[config.mk]
export PLATFORM = sky130hd
export DESIGN_NAME = clause_array_ctrl
export DESIGN_NICKNAME = d
export VERILOG_FILES = /design/src/rtl/sat_bin_pkg.sv /design/src/rtl/ca_bkt_mask.sv /design/src/rtl/clause_array_ctrl.sv
export SDC_FILE = /design/constraint.sdc
export NUM_CORES = 1
export LEC_CHECK = 0
export CAP_MARGIN = 20
export CORE_AREA = 2 2 265 267
export CTS_BUF_LIST = sky130_fd_sc_hd__clkbuf_4
export DETAILED_ROUTE_END_ITERATION = 8
export DIE_AREA = 0 0 267 269
export GPL_TIMING_DRIVEN = 0
export PLACE_DENSITY_LB_ADDON = 0.12
export REMOVE_ABC_BUFFERS = 1
export SYNTH_ARGS = -nofsm -noshare
export SYNTH_HDL_FRONTEND = slang
export SYNTH_SLANG_ARGS = --single-unit
export TNS_END_PERCENT = 10
[constraint.sdc]
create_clock -name clk -period 2.75 [get_ports clk]
set_input_delay 0.6875 -clock clk [delete_from_list [all_inputs] [get_ports clk]]
set_output_delay 0.6875 -clock clk [all_outputs]
set_load 0.1 [all_outputs]
[src/rtl/sat_bin_pkg.sv]
// Shared codes and helpers for the clause-array sequencer.
// Literal/value encodings and the controller state set.
package sat_bin_pkg;

    localparam int MAX_VARS = 64;
    localparam int VEC_W    = MAX_VARS * 3;

    localparam logic [1:0] LIT_NONE = 2'b00;
    localparam logic [1:0] LIT_POS  = 2'b01;
    localparam logic [1:0] LIT_NEG  = 2'b10;

    localparam logic [1:0] VAL_FREE     = 2'b00;
    localparam logic [1:0] VAL_TRUE     = 2'b01;
    localparam logic [1:0] VAL_FALSE    = 2'b10;
    localparam logic [1:0] VAL_CONFLICT = 2'b11;

    typedef enum logic [2:0] {
        S_IDLE,
        S_LOAD,
        S_FLUSH,
        S_READY,
        S_PROP,
        S_WAIT,
        S_BKT
    } ctrl_state_e;

    // Callers zero-extend; padded vars read as free.
    function automatic logic any_conflict(input logic [VEC_W-1:0] vec);
        logic hit;
        hit = 1'b0;
        for (int i = 0; i < MAX_VARS; i++) begin
            if (vec[3*i +: 2] == VAL_CONFLICT) begin
                hit = 1'b1;
            end
        end
        return hit;
    endfunction

endpackage

[src/rtl/ca_bkt_mask.sv]
// Backtrack mask: clears every var whose level exceeds the target.
// Purely combinational; the controller registers the result.
module ca_bkt_mask
    import sat_bin_pkg::*;
#(
    parameter int NUM_VARS  = 8,
    parameter int WIDTH_LVL = 16
) (
    input  logic [NUM_VARS*3-1:0]         value,
    input  logic [NUM_VARS*WIDTH_LVL-1:0] lvl,
    input  logic [WIDTH_LVL-1:0]          bkt_lvl,
    output logic [NUM_VARS*3-1:0]         value_clr,
    output logic [NUM_VARS*WIDTH_LVL-1:0] lvl_clr
);

    always_comb begin
        value_clr = value;
        lvl_clr   = lvl;
        for (int i = 0; i < NUM_VARS; i++) begin
            if (lvl[i*WIDTH_LVL +: WIDTH_LVL] > bkt_lvl) begin
                value_clr[3*i +: 3]             = {1'b0, VAL_FREE};
                lvl_clr[i*WIDTH_LVL +: WIDTH_LVL] = '0;
            end
        end
    end

endmodule

[src/rtl/clause_array_ctrl.sv]
// Sequencer for clause_array: bin load with flush, implication
// passes to a fixed point, and backtrack pulses.
module clause_array_ctrl
    import sat_bin_pkg::*;
#(
    parameter int NUM_CLAUSES = 8,
    parameter int NUM_VARS    = 8,
    parameter int WIDTH_LVL   = 16,
    parameter int WIDTH_C_LEN = 5,
    parameter int MAX_ITER    = 16
) (
    input  logic                          clk,
    input  logic                          rst,
    input  logic                          ld_valid_i,
    output logic                          ld_ready_o,
    input  logic [NUM_VARS*2-1:0]         ld_clause_i,
    input  logic [WIDTH_C_LEN-1:0]        ld_len_i,
    input  logic                          ld_last_i,
    input  logic                          start_i,
    input  logic [NUM_VARS*3-1:0]         value_init_i,
    input  logic [NUM_VARS*WIDTH_LVL-1:0] lvl_init_i,
    input  logic                          bkt_i,
    input  logic [WIDTH_LVL-1:0]          bkt_lvl_i,
    output logic                          busy_o,
    output logic                          done_o,
    output logic                          conflict_o,
    output logic                          timeout_o,
    output logic [NUM_VARS*3-1:0]         value_o,
    output logic [NUM_VARS*WIDTH_LVL-1:0] lvl_o,
    output logic [NUM_CLAUSES-1:0]        ca_wr_o,
    output logic [NUM_VARS*2-1:0]         ca_clause_o,
    output logic [WIDTH_C_LEN-1:0]        ca_len_o,
    output logic [NUM_VARS*3-1:0]         ca_value_o,
    input  logic [NUM_VARS*3-1:0]         ca_value_i,
    output logic [NUM_VARS*WIDTH_LVL-1:0] ca_lvl_o,
    input  logic [NUM_VARS*WIDTH_LVL-1:0] ca_lvl_i,
    output logic                          ca_impl_o,
    output logic                          ca_bkt_o
);

    localparam int PW = $clog2(NUM_CLAUSES + 1);
    localparam int IW = $clog2(MAX_ITER + 1);
    localparam int VW = NUM_VARS * 3;
    localparam int LW = NUM_VARS * WIDTH_LVL;

    localparam logic [PW-1:0] PTR_END  = PW'(NUM_CLAUSES);
    localparam logic [PW-1:0] PTR_LAST = PW'(NUM_CLAUSES - 1);
    localparam logic [IW-1:0] ITER_END = IW'(MAX_ITER);
    localparam logic [NUM_CLAUSES-1:0] ROW0 = NUM_CLAUSES'(1);

    ctrl_state_e state, state_n;

    logic [PW-1:0]          ptr, ptr_n;
    logic [IW-1:0]          iter, iter_n;
    logic [VW-1:0]          value_q, value_n, mask_value;
    logic [LW-1:0]          lvl_q, lvl_n, mask_lvl;
    logic [WIDTH_LVL-1:0]   bkt_lvl_q, bkt_lvl_n;
    logic                   ready_n, busy_n, done_n;
    logic                   conflict_n, timeout_n;
    logic [NUM_CLAUSES-1:0] wr_n;
    logic [NUM_VARS*2-1:0]  clause_n;
    logic [WIDTH_C_LEN-1:0] len_n;
    logic                   hs, last_row, stable, conf;

    assign hs       = ld_valid_i & ld_ready_o;
    assign last_row = (ptr == PTR_LAST);
    assign conf     = any_conflict(VEC_W'(ca_value_i));
    assign stable   = (ca_value_i == value_q) && (ca_lvl_i == lvl_q);

    ca_bkt_mask #(
        .NUM_VARS  (NUM_VARS),
        .WIDTH_LVL (WIDTH_LVL)
    ) u_mask (
        .value     (value_q),
        .lvl       (lvl_q),
        .bkt_lvl   (bkt_lvl_q),
        .value_clr (mask_value),
        .lvl_clr   (mask_lvl)
    );

    assign ca_impl_o  = (state == S_PROP);
    assign ca_bkt_o   = (state == S_BKT);
    assign ca_value_o = ca_bkt_o ? mask_value : value_q;
    assign ca_lvl_o   = ca_bkt_o ? mask_lvl : lvl_q;
    assign value_o    = value_q;
    assign lvl_o      = lvl_q;

    always_ff @(posedge clk) begin
        if (rst) begin
            state <= S_IDLE;
        end else begin
            state <= state_n;
        end
    end

    always_comb begin
        state_n    = state;
        ptr_n      = ptr;
        iter_n     = iter;
        value_n    = value_q;
        lvl_n      = lvl_q;
        bkt_lvl_n  = bkt_lvl_q;
        done_n     = 1'b0;
        conflict_n = 1'b0;
        timeout_n  = 1'b0;
        wr_n       = '0;
        clause_n   = '0;
        len_n      = '0;
        unique case (state)
            S_IDLE, S_READY: begin
                // An accepted word always starts a fresh bin at row 0.
                if (hs) begin
                    wr_n     = ROW0;
                    clause_n = ld_clause_i;
                    len_n    = ld_len_i;
                    ptr_n    = PW'(1);
                    if (ld_last_i || (NUM_CLAUSES == 1)) begin
                        state_n = S_FLUSH;
                    end else begin
                        state_n = S_LOAD;
                    end
                end else if (state == S_READY && bkt_i) begin
                    bkt_lvl_n = bkt_lvl_i;
                    state_n   = S_BKT;
                end else if (state == S_READY && start_i) begin
                    value_n = value_init_i;
                    lvl_n   = lvl_init_i;
                    iter_n  = '0;
                    state_n = S_PROP;
                end
            end
            S_LOAD: begin
                if (hs) begin
                    wr_n     = ROW0 << ptr;
                    clause_n = ld_clause_i;
                    len_n    = ld_len_i;
                    ptr_n    = ptr + 1'b1;
                    if (ld_last_i || last_row) begin
                        state_n = S_FLUSH;
                    end
                end
            end
            S_FLUSH: begin
                if (ptr == PTR_END) begin
                    done_n  = 1'b1;
                    state_n = S_READY;
                end else begin
                    wr_n     = ROW0 << ptr;
                    clause_n = {NUM_VARS{LIT_NONE}};
                    ptr_n    = ptr + 1'b1;
                end
            end
            S_PROP: begin
                state_n = S_WAIT;
            end
            S_WAIT: begin
                value_n = ca_value_i;
                lvl_n   = ca_lvl_i;
                iter_n  = iter + 1'b1;
                if (conf) begin
                    done_n     = 1'b1;
                    conflict_n = 1'b1;
                    state_n    = S_READY;
                end else if (stable) begin
                    done_n  = 1'b1;
                    state_n = S_READY;
                end else if (iter_n == ITER_END) begin
                    done_n    = 1'b1;
                    timeout_n = 1'b1;
                    state_n   = S_READY;
                end else begin
                    state_n = S_PROP;
                end
            end
            S_BKT: begin
                value_n = mask_value;
                lvl_n   = mask_lvl;
                done_n  = 1'b1;
                state_n = S_READY;
            end
            default: begin
                state_n = S_IDLE;
            end
        endcase
        ready_n = (state_n == S_IDLE) || (state_n == S_LOAD) ||
                  (state_n == S_READY);
        busy_n  = !((state_n == S_IDLE) || (state_n == S_READY));
    end

    always_ff @(posedge clk) begin
        if (rst) begin
            ptr         <= '0;
            iter        <= '0;
            value_q     <= '0;
            lvl_q       <= '0;
            bkt_lvl_q   <= '0;
            ld_ready_o  <= 1'b0;
            busy_o      <= 1'b0;
            done_o      <= 1'b0;
            conflict_o  <= 1'b0;
            timeout_o   <= 1'b0;
            ca_wr_o     <= '0;
            ca_clause_o <= '0;
            ca_len_o    <= '0;
        end else begin
            ptr         <= ptr_n;
            iter        <= iter_n;
            value_q     <= value_n;
            lvl_q       <= lvl_n;
            bkt_lvl_q   <= bkt_lvl_n;
            ld_ready_o  <= ready_n;
            busy_o      <= busy_n;
            done_o      <= done_n;
            conflict_o  <= conflict_n;
            timeout_o   <= timeout_n;
            ca_wr_o     <= wr_n;
            ca_clause_o <= clause_n;
            ca_len_o    <= len_n;
        end
    end

endmodule

## Word level (Yosys, flattened, before mapping)

Index checks and enable logic that the tools add are counted.

| cells by class | value |
|---|---|
| equal/unequal tests | 27 |
| magnitude comparators | 8 |
| reductions and logical operators | 22 |
| shift operators | 1 |
| bitwise gates (word level) | 4 |
| $add $sub $neg | 2 |
| muxes and demuxes | 63 |

Operator list:

| kind | count |
|---|---|
| two-way mux 128 bit | 4 |
| one-hot mux 128 bit (3 select lines) | 1 |
| equality test 128 bit | 1 |
| > comparator 16 bit | 8 |
| two-way mux 16 bit | 8 |
| two-way mux 24 bit | 4 |
| one-hot mux 24 bit (3 select lines) | 1 |
| two-way mux 3 bit | 17 |
| equality test 24 bit | 1 |
| one-hot mux 8 bit (3 select lines) | 1 |
| one-hot mux 3 bit (6 select lines) | 1 |
| equality test 2 bit, second input constant | 8 |
| two-way mux 8 bit | 2 |
| two-way mux 5 bit | 3 |
| two-way mux 1 bit | 14 |
| two-way mux 4 bit | 3 |
| inequality test 2 bit, second input constant | 6 |
| one-hot mux 4 bit (3 select lines) | 1 |
| AND reduction 4 bit | 3 |
| one-hot mux 5 bit (2 select lines) | 1 |
| equality test 3 x 2 -> 1 bit, second input constant | 3 |
| equality test 3 bit, second input constant | 3 |
| << shifter 1 x 4 -> 8 bit, first input constant | 1 |
| equality test 3 x 1 -> 1 bit, second input constant | 2 |
| other kinds (19) | 30 |

| word-level totals | value |
|---|---|
| register bits after elaboration | 214 |
| bits of input ports | 347 |
| word-level logic and storage cells | 141 |

## Longest topological paths before layout

| depth | value |
|---|---|
| word-level depth | 14 |
| gate-level depth with buffers | 13 |

## Modules after synthesis

From an unflattened synthesis, not the netlist that was laid out.

| unflattened totals | value |
|---|---|
| cell total of the unflattened synthesis | 2,547 |
| area, all modules | 19,861.5 µm² |

By module, submodules not included:

| module | cells an instance | instances | area each (µm²) |
|---|---|---|---|
| clause_array_ctrl | 1,678 | 1 | 13,431.6 |
| ca_bkt_mask | 869 | 1 | 6,429.9 |

## Worst setup path after synthesis

Ideal clock, no wire load.

| path | value |
|---|---|
| path type | reg2out |
| start | register lvl_q[53], in the netlist lvl_o[53] |
| end | output port ca_lvl_o[55] |
| slack | -1.975 ns |
| data required time | 2.062 ns |
| stages on the path, launching flop included | 10 |
| buffers on the path | 1 |
| data arrival time | 4.037 ns |
| cell sequence | dfxtp_1 > ha_1 > a21o_1 > a21o_1 > a21oi_1 > o21ai_1 > a2111oi_4 > nor3_2 > clkbuf_1 > nor2b_1 |

| on the way | value |
|---|---|
| longest elaborated chain between the ends | 3 |

Ends and longest elaborated chain:

| item | RTL line | RTL |
|---|---|---|
| start: declaration | clause_array_ctrl.sv:56 | `logic [LW-1:0] lvl_q, lvl_n, mask_lvl;` |
| start signal: assignment | clause_array_ctrl.sv:209 | `lvl_q <= lvl_n;` |
| > comparator 16 bit | ca_bkt_mask.sv:20 | `if (lvl[i*WIDTH_LVL +: WIDTH_LVL] > bkt_lvl) begin` |
| two-way mux 16 bit | ca_bkt_mask.sv:20 |  |
| two-way mux 128 bit | clause_array_ctrl.sv:84 | `assign ca_lvl_o = ca_bkt_o ? mask_lvl : lvl_q;` |
| end: declaration | clause_array_ctrl.sv:35 | `output logic [NUM_VARS*WIDTH_LVL-1:0] ca_lvl_o,` |

No other way between the ends.

## Worst setup path after layout

| path | value |
|---|---|
| start | register bkt_lvl_q[1] |
| end | output port ca_value_o[14] |

| on the way | value |
|---|---|
| longest elaborated chain between the ends | 3 |

Ends and longest elaborated chain:

| item | RTL line | RTL |
|---|---|---|
| start: declaration | clause_array_ctrl.sv:57 | `logic [WIDTH_LVL-1:0] bkt_lvl_q, bkt_lvl_n;` |
| start signal: assignment | clause_array_ctrl.sv:210 | `bkt_lvl_q <= bkt_lvl_n;` |
| > comparator 16 bit | ca_bkt_mask.sv:20 |  |
| two-way mux 3 bit | ca_bkt_mask.sv:20 |  |
| two-way mux 24 bit | clause_array_ctrl.sv:83 | `assign ca_value_o = ca_bkt_o ? mask_value : value_q;` |
| end: declaration | clause_array_ctrl.sv:33 | `output logic [NUM_VARS*3-1:0] ca_value_o,` |

No other way between the ends.

==> results.md <==
- Outcome: finished, violations left
- Failing checks: setup timing
- Dominant cells by area after synthesis: dfxtp_1, ha_1, xnor2_1, a22oi_1, and2_1
- Row count: 97
- Post-CTS Hold Buffers: 0
- Nets: 2947
- Post-Layout Inst Area: 26700 sq um
- Chip Height: 269 microns
- RSZ-0062 raised after global routing: true
- Port Buffers: 686
- Routability-driven placement congestion ratio: 0.818
- Cell mode on critical path: buf_12
- Placed cell area: 22700 sq um
- Leak: 10.3 nW
- Ys Warns: 0
- Max transition margin: 20.7%
- Cell Area, Synth: 14700 sq um
- CTS root buf: clkbuf_4
- CP top delay family: compound AO/OA/AOI/OAI gates
- Core area: 69300 sq um
- Top cell type by total area after synthesis: dfxtp_1
- Wire per inst: 27.3 microns
- Fmax: 0.239 GHz
- Drt total wl: 94600 microns
- CTS tree: yes
- Initial antenna violation count: 11
- Initial DRT Pass Iterations: 7
- TritonCTS buffer count: 73
- Post-Syn Instances: 1716
- Clock Tree Buf Depth: 3
- Number of max-slew violations in the final report: 0
- Total Neg Setup Slack: -308.70 ns
- Die X: 267 microns
- Worst-skew pair later-pin latency: 0.86 ns
- Setup Crit Path Kind: register to output port
- Max Cap Viol: 0
- DP HPWL: 72700 microns
- Vias in the first global route: 17100
- Number of fill cells: 6958
- CP max stage cell: dfxtp_2
- First-pass GRT wire length: 129000 microns
- Final worst path period share: 152%
- Dpl cells: 3265
- Worst Skew: 0.0532 ns
- Clock sinks: 214
- CP arrival: 3.49 ns
- Worst-path clk slew: 0.07 ns
- Number of flops mapped to enable cells by yosys: 0
- Layout cell share with drive strength beyond 1: 25.7%
- Max FO, Critical Path: 19
- Critical-path cell list: clkinvlp_4, buf_12, ha_1, nor2b_1, o21a_1, o21a_1, o211ai_1, a211oi_1, or2_1, o211ai_4, buf_12, and2_1, buf_12
- CTS HTree Levels: 3
- Pwr/cell area: 428 nW/um^2
- Initial DRC Count: 944
- Vias: 16800
- Final Total Pwr: 11.5 mW
- Synth top area share: 29.1%
- Worst-Margin Slew: 1.19 ns
- Largest net degree at the start of global routing: 69
- Gr ovfl total: 0
- Worst min path class: input port to register
- #FFs+latches synth: 214
- Final setup viols: 442
- CP Launch Type: register
- Residual DRC count: 0
- Crit end category: output port
- Initial Utilization: 21.3%
- Syn Area/Cell: 8.59 sq um
- Detail Route Antenna Nets: 0
- Req. time, crit path: 2.06 ns
- Via/cell ratio: 4.84
- Sequential area share after synthesis: 29.1%
- Syn-to-layout area delta: 81.5%
- Finished Layout Cells: 3463
- Top_reg_cell synth: dfxtp_1
- GRT Util Overall: 25.3%
- Final min period: 4.18 ns
- I/O pins: 687
- CP peak stage delay: 0.35 ns
- Worst setup margin: -1.43 ns
- Peak supply drop: 0.389 mV
- Crit path buffers/inverters: 4
- Die ar.: 71800 sq um
- Async SR Flop Fraction: 0%
- Post-synth cell types: 76
- Fin. Hold Viols: 0
area by class of cell:
| class | instances | area, sq um | area share (%) |
|---|---|---|---|
| flip-flops and latches | 214 | 4310 | 16.1 |
| well taps | 940 | 1180 | 4.40 |
| inverters | 87 | 395 | 1.48 |
| repair buffers | 767 | 9250 | 34.6 |
| clock buffers | 105 | 788 | 2.95 |
| multi-input cells | 1322 | 10700 | 39.9 |
| diodes | 7 | 17.5 | 0.0655 |
| clock inverters | 21 | 134 | 0.501 |
flip-flops by register name, summed over array words and instances (netlist names):
name         cells
ptr              4
timeout_o        1
conflict_o       1
value_o         24
lvl_o          128
state            3
ca_clause_o     16
ld_ready_o       1
ca_wr_o          8
iter             5
done_o           1
bkt_lvl_q       16
ca_len_o         5
busy_o           1
cells in the mapped netlist (all sizes together), types with 3 or more instances:
| master | n |
|---|---|
| nand2b | 9 |
| o21ai | 72 |
| a22o | 27 |
| a211oi | 8 |
| nor3b | 3 |
| and3 | 7 |
| clkbuf | 47 |
| nand4 | 66 |
| o31ai | 3 |
| nor3 | 5 |
| o2bb2ai | 30 |
| nand2 | 130 |
| ha | 135 |
| nor2b | 43 |
| a21o | 30 |
| nor2 | 113 |
| a211o | 3 |
| xor2 | 8 |
| dfxtp | 214 |
| nand3 | 10 |
| a22oi | 129 |
| o32ai | 21 |
| nor4 | 20 |
| or2 | 4 |
| a21oi | 110 |
| o21a | 16 |
| xnor2 | 144 |
| and2b | 5 |
| inv | 87 |
| and2 | 85 |
| o211ai | 7 |
| o22ai | 56 |
| buf | 46 |
| a31oi | 7 |
power by group:
| group | total (mW) | internal, mW | switching, mW |
|---|---|---|---|
| registers | 3.42 | 3.24 | 0.187 |
| logic | 4.40 | 1.70 | 2.70 |
| clock network | 3.63 | 1.85 | 1.78 |
| total | 11.5 | 6.79 | 4.67 |
through the flow:
step / util (%) / worst slack (ns) / hold WS (ns)
final: 38.6 / -1.43 / 0.394
after global routing: 38.6 / -1.63 / 0.303
after CTS: 37.1 / -1.49 / 0.289
after detailed placement: 32.7 / -2.37 / 0.446
after global placement: 32.2 / -13.77 / 0.443
after floorplan: - / -5.15 / 0.430
routing by layer:
layer | GRT usage (%) | share of wire (%) | wire [microns]
met5 | 0 | 0.052 | 49
met4 | 6.67 | 2.6 | 2460
met3 | 6.51 | 6.5 | 6110
met2 | 45.7 | 50 | 47800
met1 | 29.7 | 40 | 38200
cells in the final DEF (no fill, tap or decap), types with 35 or more instances in the layout:
cell and n:
clkdlybuf4s50_1 495, nand4_1 66, o21ai_0 50, dfxtp_1 201
a21oi_1 98, buf_6 35, xnor2_1 137, and2_1 56
buf_12 156, nor2_1 49, nor2_4 50, a22oi_1 129
o22ai_1 45, inv_1 71, clkbuf_4 106, ha_1 130
nand2_1 127
path summary, 6_finish.rpt:
check / end / slack (ns) / start / depth (start not counted)
min: ca_clause_o[9]$_SDFF_PP0_ / 0.39 / ld_clause_i[9] / 2
max reg2reg: lvl_o[29]$_SDFFE_PP0P_ / -0.77 / state[0]$_SDFF_PP0_ / 8
max: ca_value_o[14] / -1.43 / bkt_lvl_q[1]$_SDFFE_PP0P_ / 13
min reg2reg: bkt_lvl_q[5]$_SDFFE_PP0P_ / 0.47 / bkt_lvl_q[5]$_SDFFE_PP0P_ / 2
cell families (layout without fill, tap and decap cells):
| family | count (synthesis) | after routing | synth area share, % |
|---|---|---|---|
| other cells | 0 | 7 | 0 |
| compound gates | 528 | 528 | 26.9 |
| fa+ha+maj | 135 | 135 | 11.5 |
| simple gates | 507 | 507 | 18.0 |
| flops | 214 | 214 | 29.1 |
| xor+xnor | 152 | 152 | 9.03 |
| buf+inv | 180 | 980 | 5.48 |
repair_timing:
item,4_1_cts,5_1_grt
setup endpoints to repair,499,499
resized for setup,1347,372
setup buffers,57,1
pin swaps,21,25
cloned,5,0
Note: power is estimated with default switching activity, not from simulation.
